<file path="src/rtl/seg7_capture.sv">
// Reader for a multiplexed active-low seven-segment bus: debounces each digit,
// decodes it back to a hex nibble and hands out one frame per full scan.
module seg7_capture #(
    parameter int NDIG          = 4,
    parameter int STABLE_CYCLES = 4
) (
    input  logic                CLK,
    input  logic                RST,
    input  logic [7:0]          nSEG,
    input  logic [NDIG-1:0]     nAN,
    output logic [4*NDIG-1:0]   HEX,
    output logic [NDIG-1:0]     DP,
    output logic [NDIG-1:0]     ERR,
    output logic                VALID,
    input  logic                READY,
    output logic                OVERRUN
);

    localparam logic [7:0] CNT_MAX = 8'(STABLE_CYCLES - 1);
    localparam logic [7:0] CNT_ARM = 8'(STABLE_CYCLES - 2);

    logic [7:0]         s_seg, prev_seg;
    logic [NDIG-1:0]    s_an, prev_an;
    logic [7:0]         cnt;
    logic [NDIG-1:0]    seen;
    logic [4*NDIG-1:0]  work_hex;
    logic [NDIG-1:0]    work_dp, work_err;

    logic               eligible, same, capture, seen_full, load;
    logic [NDIG-1:0]    cap_mask, seen_cap;
    logic [4:0]         dec;
    logic [4*NDIG-1:0]  work_hex_n;
    logic [NDIG-1:0]    work_dp_n, work_err_n;

    // Returns {invalid, nibble}; unknown patterns decode to nibble 0.
    function automatic logic [4:0] decode(input logic [6:0] p);
        case (p)
            7'b1000000: decode = 5'h00;
            7'b1111001: decode = 5'h01;
            7'b0100100: decode = 5'h02;
            7'b0110000: decode = 5'h03;
            7'b0011001: decode = 5'h04;
            7'b0010010: decode = 5'h05;
            7'b0000010: decode = 5'h06;
            7'b1011000: decode = 5'h07;
            7'b0000000: decode = 5'h08;
            7'b0010000: decode = 5'h09;
            7'b0001000: decode = 5'h0A;
            7'b0000011: decode = 5'h0B;
            7'b1000110: decode = 5'h0C;
            7'b0100001: decode = 5'h0D;
            7'b0000110: decode = 5'h0E;
            7'b0001110: decode = 5'h0F;
            default:    decode = 5'h10;
        endcase
    endfunction

    // Capture fires only on the step into CNT_MAX, so a held digit is taken once.
    always_comb begin
        cap_mask   = ~s_an;
        eligible   = $onehot(cap_mask);
        same       = ({s_an, s_seg} == {prev_an, prev_seg});
        capture    = eligible && same && (cnt == CNT_ARM);
        dec        = decode(s_seg[6:0]);
        work_hex_n = work_hex;
        work_dp_n  = work_dp;
        work_err_n = work_err;
        if (capture) begin
            for (int i = 0; i < NDIG; i++) begin
                if (cap_mask[i]) begin
                    work_hex_n[4*i +: 4] = dec[3:0];
                    work_dp_n[i]         = ~s_seg[7];
                    work_err_n[i]        = dec[4];
                end
            end
        end
        seen_cap  = capture ? (seen | cap_mask) : seen;
        seen_full = &seen;
        load      = seen_full && !VALID;
    end

    // Frame load takes the forwarded working values so a same-edge capture is included.
    always_ff @(posedge CLK) begin
        if (RST) begin
            s_seg    <= 8'hFF;
            s_an     <= '1;
            prev_seg <= 8'hFF;
            prev_an  <= '1;
            cnt      <= '0;
            seen     <= '0;
            work_hex <= '0;
            work_dp  <= '0;
            work_err <= '0;
            HEX      <= '0;
            DP       <= '0;
            ERR      <= '0;
            VALID    <= 1'b0;
            OVERRUN  <= 1'b0;
        end else begin
            s_seg    <= nSEG;
            s_an     <= nAN;
            prev_seg <= s_seg;
            prev_an  <= s_an;
            if (eligible && same) begin
                if (cnt != CNT_MAX)
                    cnt <= cnt + 8'd1;
            end else begin
                cnt <= '0;
            end
            work_hex <= work_hex_n;
            work_dp  <= work_dp_n;
            work_err <= work_err_n;
            OVERRUN  <= capture && VALID && seen_full;
            if (load) begin
                HEX   <= work_hex_n;
                DP    <= work_dp_n;
                ERR   <= work_err_n;
                VALID <= 1'b1;
                seen  <= capture ? cap_mask : '0;
            end else begin
                seen <= seen_cap;
                if (VALID && READY)
                    VALID <= 1'b0;
            end
        end
    end

endmodule

</file>
<file path="config.mk">
export PLATFORM = sky130hd
export DESIGN_NAME = seg7_capture
export DESIGN_NICKNAME = d
export VERILOG_FILES = /design/src/rtl/seg7_capture.sv
export SDC_FILE = /design/constraint.sdc
export NUM_CORES = 1
export LEC_CHECK = 0
export CORE_MARGIN = 4
export CORE_UTILIZATION = 41
export DETAILED_ROUTE_END_ITERATION = 8
export PLACE_DENSITY = 0.73
export SYNTH_ARGS = -nofsm -noshare
export SYNTH_HDL_FRONTEND = slang
export SYNTH_SLANG_ARGS = --single-unit
</file>
<file path="constraint.sdc">
create_clock -name CLK -period 7 [get_ports CLK]
set_input_delay 2.1 -clock CLK [delete_from_list [all_inputs] [get_ports CLK]]
set_output_delay 2.1 -clock CLK [all_outputs]
set_load 0.01 [all_outputs]
</file>
Word-level counts from Yosys, hierarchy flattened --
Index checks and enable logic that the tools add are counted. W data, S select, Z words.
Operators by class: $add $sub $neg 4, equality and inequality tests 19, multiplexer cells 21, bitwise operators 4, reductions and logical operators 12
Operators with widths (number):
- $pmux W5 S16 | 1
- $mux W4 | 9
- $eq A7 B7 Y1 const B | 4
- $eq A7 B5 Y1 const B | 3
- $eq A7 B6 Y1 const B | 3
- $mux W16 | 1
- $eq A7 B2 Y1 const B | 2
- $eq A7 B4 Y1 const B | 2
- $eq A12 B12 Y1 | 1
- $mux W1 | 10
- $add A8 B1 Y8 const B | 1
- $eq A8 B2 Y1 const B | 1
- $ne A8 B2 Y1 const B | 1
- $eq A7 B3 Y1 const B | 1
- $logic_not A7 Y1 | 1
- $logic_and A1 B1 Y1 | 6
- $add A1 B1 Y2 | 2
- $not A4 Y4 | 1
- $or A4 B4 Y4 | 1
- $reduce_and A4 Y1 | 1
- $reduce_bool A2 Y1 | 2
- $add A2 B2 Y3 | 1
- $eq A3 B1 Y1 const B | 1
- $not A1 Y1 | 2
- other kinds (2) | 2
Word-level totals: flip-flop bits (word level) 86, output and inout bits 26, logic and storage cells 74

Longest topological paths before layout --
Gate-level depths: netlist of the first run.
depth after elaboration 8, gate-level depth with buffers 11, depth with buffers taken out 9

Least setup slack after synthesis of the first run --
OpenSTA, ideal clock, no wires.
kind register -> register, start register s_an[0], end register DP[2], data arrival time 2.908 ns, data required time 6.909 ns, slack 4.001 ns, stages on the path, launching flop included 11, cells stage by stage dfxtp_1 fa_1 inv_1 ha_1 ha_1 nor3b_1 nand4_1 or4_4 buf_6 or3_1 a311oi_1
On the way: word-level cells in the longest chain between the ends 7, elaborated cells on any way between the ends 8, those cells by class add/sub (2); eq/ne (2); mux (1); bitwise (1); reduce/logical (2)
Ends and longest elaborated chain:
- start: declaration | line 23 | logic [NDIG-1:0] s_an, prev_an;
- start signal: assignment | line 101 | s_an <= nAN;
- $not A4 Y4 | line 60 | cap_mask = ~s_an;
- $add A1 B1 Y2 (implied by the code) | line 61 | eligible = $onehot(cap_mask);
- $add A2 B2 Y3 (implied by the code) | line 61
- $eq A3 B1 Y1 | line 61
- $logic_and A1 B1 Y1 (*) (2 in a row) | line 63 | capture = eligible && same && (cnt == CNT_ARM);
- $mux W4 (*) | line 68 | if (capture) begin
- end signal: assignment | line 116 | DP <= work_dp_n;
- end: declaration | line 12 | output logic [NDIG-1:0] DP,
Every way passes the cells marked *; elsewhere a longest branch is shown, timed or not. A chain may end at the register's enable or synchronous reset.

Final worst setup path of the first run --
start register s_an[2], end register DP[3]
Same word-level chain as after synthesis.

==> results of run 1 <==
==> cells in the mapped netlist, types with 2 or more instances <==
cell type  instances  area (um^2)
or2_2             25          156
nor4_1             4         25.0
a21oi_1           41          205
nand2b_1           3         18.8
xnor2_1           14          123
nand3b_1          13         97.6
ha_1               4         50.1
and4b_1            2         20.0
dfxtp_1           86         1720
a211oi_1           2         15.0
inv_1              7         26.3
clkbuf_2           2         10.0
and3_1             2         12.5
nor4bb_1           2         20.0
nor3b_1           18          135
xor2_1             6         52.6
buf_6              3         33.8
nand3_1           34          170
nand4_1           19          119
a311oi_1           5         43.8
o211ai_1          12         90.1
a31oi_1            8         50.1
o21ai_0           57          285
nand2_1           24         90.1
nor2_1            20         75.1
clkbuf_1          38          143
or3_1              5         31.3
nor3_1             2         10.0
or3b_2             3         26.3
==> through the flow <==
step	instance area (um^2)	hold WS [ps]	instances
2_1_floorplan	4050	436	479
5_1_grt	4670	494	626
3_5_place_dp	4450	453	611
4_1_cts	4670	466	626
3_3_place_gp	4450	444	611
6_report	4670	463	626
==> metal layers <==
metal | up-vias | global-route usage | part of all wire | routed length [um]
met3 | 15 | 0.0360 | 0.061 | 600
li1 | 1747 | - | - | -
met4 | 0 | 0.0523 | 0.013 | 125
met2 | 122 | 0.269 | 0.47 | 4620
met1 | 1725 | 0.233 | 0.45 | 4450
met5 | - | 0 | 0 | 0
==> kinds of logic (layout without fill, tap and decap cells) <==
logic type,count (synthesis),count (layout),share of synthesized area
AO/OA/AOI/OAI,131,131,0.188
flip-flops,86,86,0.425
adder cells (fa/ha/maj),5,5,0.0173
AND/OR/NAND/NOR,185,185,0.271
buffers and inverters,52,66,0.0547
XOR/XNOR,20,20,0.0433
==> cell usage in the layout (no fill, tap or decap), types with 4 or more instances in the layout <==
| master | instances |
|---|---|
| a21oi_1 | 41 |
| ha_1 | 4 |
| nor2_1 | 20 |
| or3_1 | 5 |
| dfxtp_1 | 86 |
| nand4_1 | 19 |
| nor3b_1 | 18 |
| clkdlybuf4s50_1 | 39 |
| xor2_1 | 6 |
| nand3_1 | 34 |
| o211ai_1 | 12 |
| a31oi_1 | 8 |
| xnor2_1 | 14 |
| a311oi_1 | 5 |
| or2_2 | 25 |
| o21ai_0 | 57 |
| nand3b_1 | 13 |
| nand2_1 | 24 |
| inv_1 | 7 |
| clkbuf_8 | 10 |
==> sequential cells by signal, summed over array words and instances (netlist names) <==
name      count
HEX          16
VALID         1
prev_an       4
DP            4
work_dp       4
s_seg         8
OVERRUN       1
ERR           4
prev_seg      8
s_an          4
cnt           8
work_err      4
work_hex     16
seen          4
==> cell type report <==
cell class | instances | area share
multi-input cells | 341 | 0.452
flip-flops and latches | 86 | 0.369
repair buffers | 43 | 0.0895
well taps | 133 | 0.0356
clock buffers | 10 | 0.0295
clock inverters | 5 | 0.0180
inverters | 8 | 0.00643
==> where the power goes <==
group	switching, uW	internal, uW	leakage [uW]
logic	23.6	24.1	0.000693
registers	17.9	495	0.000698
clock network	179	209	0.000105
==> path summary, 6_finish.rpt <==
check             startpoint  endpoint
setup reg to reg     s_an[2]     DP[3]
setup / recovery     s_an[2]     DP[3]
hold reg to reg      seen[2]   seen[2]
hold / removal       seen[2]   seen[2]
==> tightest hold or removal path: stages (launching register included) <==
cell	delay, ps
dfxtp_1	320
nand2_1	50
a21oi_1	60
==> summary.md, run 1 <==
| Metric | Value |
|---|---|
| Status | completed |
| Hold Crit Depth | 2 |
| Final core occ | 0.482 |
| Layout cells sized above 1 | 0.105 |
| Row count | 36 |
| Period utilization | 0.541 |
| Endpoint class of the critical path | flop |
| Critical path depth | 8 |
| Root buffer cell | clkbuf_8 |
| Fin. Hold Viols | 0 |
| Min-Delay Path Class | flop to flop |
| Total power | between 900 and 1000 uW |
| Synth warn | 0 |
| Setup bufs post-CTS | 0 |
| Post-synth EDFFs | 0 |
| Core area | 0.00968 mm^2 |
| Final WL | 9800 um |
| Pre-CTS WS | between 3000 and 4000 ps |
| Layout Area Growth over Synthesis | 15.3% |
| DR vias | 3609 |
| Initial antenna violation count | 0 |
| Final Skew | approximately 9.4 ps |
| Worst-Skew Late Latency | 360 ps |
| Cell variety after synth | 47 |
| Die span in x | roughly 110 um |
| Setup CP Type | flop to flop |
| GR Overflow Total | 0 |
| Final setup TNS | 0 ps |
| CP required | a little over 7000 ps |
| Top cell by count, worst path | ha_1 |
| Routed vias/inst | just under 6 |
| Post-DRT Antenna Nets | 0 |
| Crit-path slowest cell | or4_4 |
| Max_cap viols | 0 |
| Avg Cell Area, Syn | 8.45 um^2 |
| Final worst slack | 3210 ps |
| Yosys reg bits | 86 |
| Clk buf depth | 2 |
| # IOs | 41 |
| Seq/Total Area, Yosys | 0.425 |
| Die Area | 0.0115 mm^2 |
| CTS-repair resized insts | 0 |
| Register area | approximately 0.0017 mm^2 |
| P_leak | 0.00150 uW |
| CP peak stage delay | 750 ps |
| CP Max Fanout | between 40 and 50 |
| DR iter-0 viols | approximately 280 |
| Synthesized net count | between 400 and 500 |
| Critical path arrival | between 4000 and 5000 ps |
| Async SR Flop Fraction | 0 |
| CTS tree | yes |
| Initial cell density of the core | 0.418 |
| Worst path cell trace | clkinv_1, ha_1, ha_1, nor3b_1, nand4_1, or4_4, or3_1, a311oi_1 |
| Pwr/cell area | approximately 200 mW/mm^2 |
| H-tree depth | 3 |
| Maximum number of pins on one net before global-route repair | 62 |
| Main synth FF type | dfxtp_1 |
| Worst-Margin Slew | just over 1000 ps |
| Final HPWL DP | slightly above 6000 um |
| Die height | approximately 110 um |
| Synthesized area | a little over 0.004 mm^2 |
| Fillers | 936 |
| Drt first pass iters | 5 |
| # diodes | 0 |
| CTS Buf Count | 9 |
| Wire per inst | 15.7 um |
| Slew Limit Headroom | 0.306 |
| CP Buf/Inv Count | 1 |
| Cts hold-fix bufs | 0 |
| RSZ-0062 raised after global routing | false |
| R2R depth | 8 |
| Startpoint types | flop |
| DRC viols | 0 |
| Peak supply drop | 0.000106 V |
| Number of global-route vias before repair | around 3300 |
| Mapped Cells | 479 |
| Fmax | ~0.26 GHz |
| Final setup viols | 0 |
| Global-route wire length before repair | approximately 16000 um |
| Number of buffers added on ports | 40 |
| Multi-input logic area | about 0.0021 mm^2 |
| Post-layout min period | 3790 ps |
| Slew Viols, Final | 0 |
| Delay-heaviest family, CP | simple AND/OR/NAND/NOR gates |
| GPL Wtd Cong | 0.765 |
| R2r setup slk | approximately 3200 ps |
| CTS Sinks | 86 |
| All-Layer GR Usage | 0.170 |
| NumNets Final | 509 |
| CTS clk-pin slew, worst paths | roughly 90 ps |
Note: power is estimated with default switching activity, not from simulation.
==> inputs of run 2 (changes only) <==
--- a/config.mk
+++ b/config.mk
@@ -8,7 +8,7 @@
 export CORE_MARGIN = 4
 export CORE_UTILIZATION = 41
 export DETAILED_ROUTE_END_ITERATION = 8
-export PLACE_DENSITY = 0.73
+export PLACE_DENSITY = 0.75
 export SYNTH_ARGS = -nofsm -noshare
 export SYNTH_HDL_FRONTEND = slang
 export SYNTH_SLANG_ARGS = --single-unit
==> constraint.sdc (replaced) <==
create_clock -name CLK -period 3.4 [get_ports CLK]
set_input_delay 1.02 -clock CLK [delete_from_list [all_inputs] [get_ports CLK]]
set_output_delay 1.02 -clock CLK [all_outputs]
set_load 0.01 [all_outputs]
==> summary.md, run 2 (synthesis results as in run 1) <==
| Metric | Value |
|---|---|
| CP required | around 3600 ps |
| Most frequent cells in the layout | dfxtp_1 (86), o21ai_0 (57), a21oi_1 (41) |
| Pwr/cell area | 401 mW/mm^2 |
| Root buffer cell | clkbuf_8 |
| Non-filler cells, final | between 600 and 700 |
| Die height | 107 um |
| Maximum number of pins on one net before global-route repair | 54 |
| Row count | 36 |
| Routed vias/inst | between 5 and 6 |
| Layout Area Growth over Synthesis | 16.1% |
| Worst-Skew Late Latency | ~350 ps |
| Setup CP Type | flop to flop |
| Clk buf depth | 2 |
| CP Buf/Inv Count | 2 |
| CP peak stage delay | between 500 and 600 ps |
| CTS Sinks | 86 |
| Fmax | 0.321 GHz |
| Most common cell after layout, fill and taps aside | dfxtp_1 |
| Drt first pass iters | 5 |
| CTS clk-pin slew, worst paths | 90 ps |
| RSZ-0062 raised after global routing | false |
| Initial antenna violation count | 0 |
| Largest regs | HEX x16, work_hex x16 |
| Period utilization | 0.916 |
| All-Layer GR Usage | 0.175 |
| Initial cell density of the core | 0.418 |
| Die Area | roughly 0.012 mm^2 |
| GR Overflow Total | 0 |
| # IOs | a little over 40 |
| Number of buffers added on ports | 40 |
| GPL Wtd Cong | 0.828 |
| Final core occ | 0.485 |
| Max_cap viols | 0 |
| Post-layout min period | a little over 3000 ps |
| Final HPWL DP | between 6000 and 7000 um |
| Layout cells sized above 1 | 0.118 |
| Post-DRT Antenna Nets | 0 |
| R2r setup slk | roughly 290 ps |
| CTS tree | yes |
| DR iter-0 viols | about 210 |
| H-tree depth | 3 |
| Critical path arrival | 3310 ps |
| Die span in x | about 110 um |
| NumNets Final | between 500 and 600 |
| Cts hold-fix bufs | 0 |
| Delay-heaviest family, CP | simple AND/OR/NAND/NOR gates |
| Multi-input logic area | approximately 0.0021 mm^2 |
| Endpoint class of the critical path | flop |
| Top cell by count, worst path | ha_1 |
| Worst-Margin Slew | ~1100 ps |
| DP Cell Count | between 600 and 700 |
| Startpoint types | flop |
| Final setup viols | 0 |
| Core area | between 0.009 and 0.01 mm^2 |
| Final WL | 9750 um |
| CTS Buf Count | 9 |
| Setup bufs post-CTS | 0 |
| DR vias | about 3600 |
| Wire per inst | between 15 and 20 um |
| Peak supply drop | between 0.0002 and 0.00025 V |
| DRC viols | 0 |
| Number of global-route vias before repair | 3400 |
| Register area | around 0.0017 mm^2 |
| Fillers | ~920 |
| Slew Limit Headroom | 0.280 |
| Slew Viols, Final | 0 |
| Min-Delay Path Class | flop to flop |
| Final setup TNS | 0 ps |
| CP Max Fanout | 41 |
| P_leak | approximately 0.0015 uW |
| Final Skew | roughly 15 ps |
| Crit-path slowest cell | or4_4 |
| Fin. Hold Viols | 0 |
| # diodes | 0 |
| Status | completed |
| Global-route wire length before repair | roughly 16000 um |
| Worst path cell trace | fa_1, inv_1, ha_1, ha_1, nor3b_1, nand4_1, or4_4, buf_4, o21ai_0, a311oi_1 |
| CTS-repair resized insts | 0 |
run 2: cell count changes in the layout (fill, tap and decap cells not counted):
cell / delta
clkinvlp_4: -2
clkbuf_1: +1
inv_6: +1
clkinv_2: +2
bufinv_16: -1
buf_4: +7
run 2: final timing paths:
path | startpoint | end | cells after the start
min reg2reg | seen[2] | seen[2] | 2
max reg2reg | s_an[0] | DP[1] | 10
max | s_an[0] | DP[1] | 10
min | seen[2] | seen[2] | 2
run 2: metal layers:
layer	vias to the layer above	part of all wire	track usage
li1	1756	-	-
met1	1710	0.47	0.239
met2	99	0.46	0.278
met3	17	0.046	0.0270
met4	0	0.021	0.0649
met5	-	0	0
run 2: final cells by class:
class / count / share of cell area
well taps: 133 / 0.0354
clock inverters: 5 / 0.0122
multi-input cells: 341 / 0.449
inverters: 8 / 0.00639
repair buffers: 50 / 0.100
clock buffers: 11 / 0.0301
flip-flops and latches: 86 / 0.366
run 2: worst reg2reg max path, stage by stage, from the launching register on:
cell	delay [ps]
dfxtp_1	340
fa_1	530
inv_1	40
ha_1	170
ha_1	260
nor3b_1	260
nand4_1	180
or4_4	550
buf_4	270
o21ai_0	250
a311oi_1	120
run 2: per-stage QoR:
step	total power (uW)	setup slack [ps]	cell area, um^2	hold slack, ps
floorplan	1140	401	4050	436
global placement	1180	371	4500	446
detailed placement	1180	295	4500	450
CTS	1890	288	4700	463
global route	1960	89.3	4700	485
finish	1890	285	4700	462
run 2: power breakdown:
part	internal, uW	switching [uW]	total [uW]
Clock	362	365	726
Sequential	1020	25.2	1040
Combinational	53.5	60.3	114
==> inputs of run 3 (changes only) <==
--- a/config.mk
+++ b/config.mk
@@ -5,9 +5,9 @@
 export SDC_FILE = /design/constraint.sdc
 export NUM_CORES = 1
 export LEC_CHECK = 0
-export CORE_MARGIN = 4
 export CORE_UTILIZATION = 41
 export DETAILED_ROUTE_END_ITERATION = 8
+export GPL_TIMING_DRIVEN = 0
 export PLACE_DENSITY = 0.75
 export SYNTH_ARGS = -nofsm -noshare
 export SYNTH_HDL_FRONTEND = slang
==> summary.md, run 3 (synthesis results as in run 1) <==
| Metric | Value |
|---|---|
| Die height | 101 um |
| Final setup TNS | 0 ps |
| Worst-Margin Slew | ~780 ps |
| Layout Area Growth over Synthesis | 18.9% |
| Setup bufs post-CTS | 0 |
| Final worst slack | between 150 and 200 ps |
| Pre-CTS WS | 26.3 ps |
| Initial cell density of the core | 0.430 |
| Drt first pass iters | 5 |
| Initial antenna violation count | 0 |
| Fmax | 0.309 GHz |
| Clk buf depth | 2 |
| Most common cell after layout, fill and taps aside | dfxtp_1 |
| Global-route wire length before repair | between 15000 and 20000 um |
| GPL Wtd Cong | approximately 0.9 |
| Die Area | between 0.01 and 0.015 mm^2 |
| CTS Sinks | between 80 and 90 |
| Number of global-route vias before repair | 3620 |
| DR vias | ~3800 |
| Routed vias/inst | ~5.8 |
| Global Route met2 Usage | 0.366 |
| All-Layer GR Usage | 0.222 |
| DR iter-0 viols | between 200 and 300 |
| DP Cell Count | around 650 |
| Final setup viols | 0 |
| H-tree depth | 3 |
| # diodes | 0 |
| Busiest grt layer | met2 |
| Root buffer cell | clkbuf_8 |
| CTS-repair resized insts | 0 |
| Setup CP Type | flop to flop |
| Critical path arrival | 3500 ps |
| Peak supply drop | 0.000252 V |
| RSZ-0062 raised after global routing | false |
| Wire per inst | 16.3 um |
| Slew Limit Headroom | 0.478 |
| Pwr/cell area | around 400 mW/mm^2 |
| DRC viols | 0 |
| Final Skew | ~17 ps |
| Min-Delay Path Class | flop to flop |
| Max_cap viols | 0 |
| Non-filler cells, final | about 660 |
| NumNets Final | approximately 550 |
| Worst-Skew Late Latency | roughly 370 ps |
| Placed cell area | roughly 0.0046 mm^2 |
| GR Layer Usage met1 | 0.287 |
| Row count | 35 |
| GR Overflow Total | 0 |
| Endpoint class of the critical path | flop |
| Die span in x | approximately 100 um |
| # IOs | 41 |
| Final HPWL DP | 7730 um |
| Worst Hold Margin | between 400 and 500 ps |
| Largest regs | HEX x16, work_hex x16 |
| Final WL | about 11000 um |
| CTS tree | yes |
| Startpoint types | flop |
| CTS clk-pin slew, worst paths | roughly 110 ps |
| Most frequent cells in the layout | dfxtp_1 (84), o21ai_0 (54), a21oi_1 (41) |
| Status | completed |
| Post-route cell area | 0.00482 mm^2 |
| Layout cells sized above 1 | 0.112 |
| Fin. Hold Viols | 0 |
| Cts hold-fix bufs | 0 |
| Grt met3 use | 0.0524 |
| Post-DRT Antenna Nets | 0 |
| CTS Buf Count | 9 |
| CP Max Fanout | 10 |
| Slew Viols, Final | 0 |
| Core area | approximately 0.0094 mm^2 |
| Number of buffers added on ports | 39 |
| Period utilization | 0.952 |
| P_leak | between 0.0015 and 0.002 uW |
| CP required | 3660 ps |
| Maximum number of pins on one net before global-route repair | 19 |
| Post-layout min period | roughly 3200 ps |
==> run 3: layout make-up <==
cell class,instances,area (um^2)
buffer,44,193
clock buffer,9,124
clock inverter,7,72.6
fill,883,4600
inverter,8,33.8
multi-input combinational,341,2120
sequential,86,1720
tap,129,161
timing repair buffer,39,390
==> run 3: worst paths after layout <==
kind,startpoint,endpoint,slack [ps],depth (start not counted)
setup / recovery,s_an[0],HEX[11],160,11
hold / removal,seen[3],seen[3],460,2
setup reg to reg,s_an[0],HEX[11],160,11
hold reg to reg,seen[3],seen[3],460,2
==> run 3: metal layers <==
metal / part of all wire / vias up
li1: - / 1828
met1: 0.42 / 1834
met2: 0.49 / 162
met3: 0.073 / 16
met4: 0.019 / 0
met5: 0 / -
==> run 3: worst max-delay path: stages, from the launching register on <==
cell,delay (ps)
dfxtp_2,400
fa_1,550
inv_1,50
ha_1,180
ha_1,280
nor3b_2,210
nand4_1,160
or4_4,530
buf_6,160
clkbuf_1,250
o21ai_0,250
o211ai_1,120
==> run 3: report_power, final <==
| group | total [uW] | switching (uW) | internal, uW |
|---|---|---|---|
| clock | 709 | 421 | 288 |
| sequential | 1040 | 14.9 | 1020 |
| combinational | 136 | 78.4 | 58.0 |
| total | 1880 | 514 | 1370 |
==> run 3: metrics by stage <==
step / util / total power (uW)
finish: 0.511 / 1880
global route: 0.511 / 1960
CTS: 0.510 / 1890
detailed placement: 0.489 / 1190
global placement: 0.489 / 1190
floorplan: - / 1140
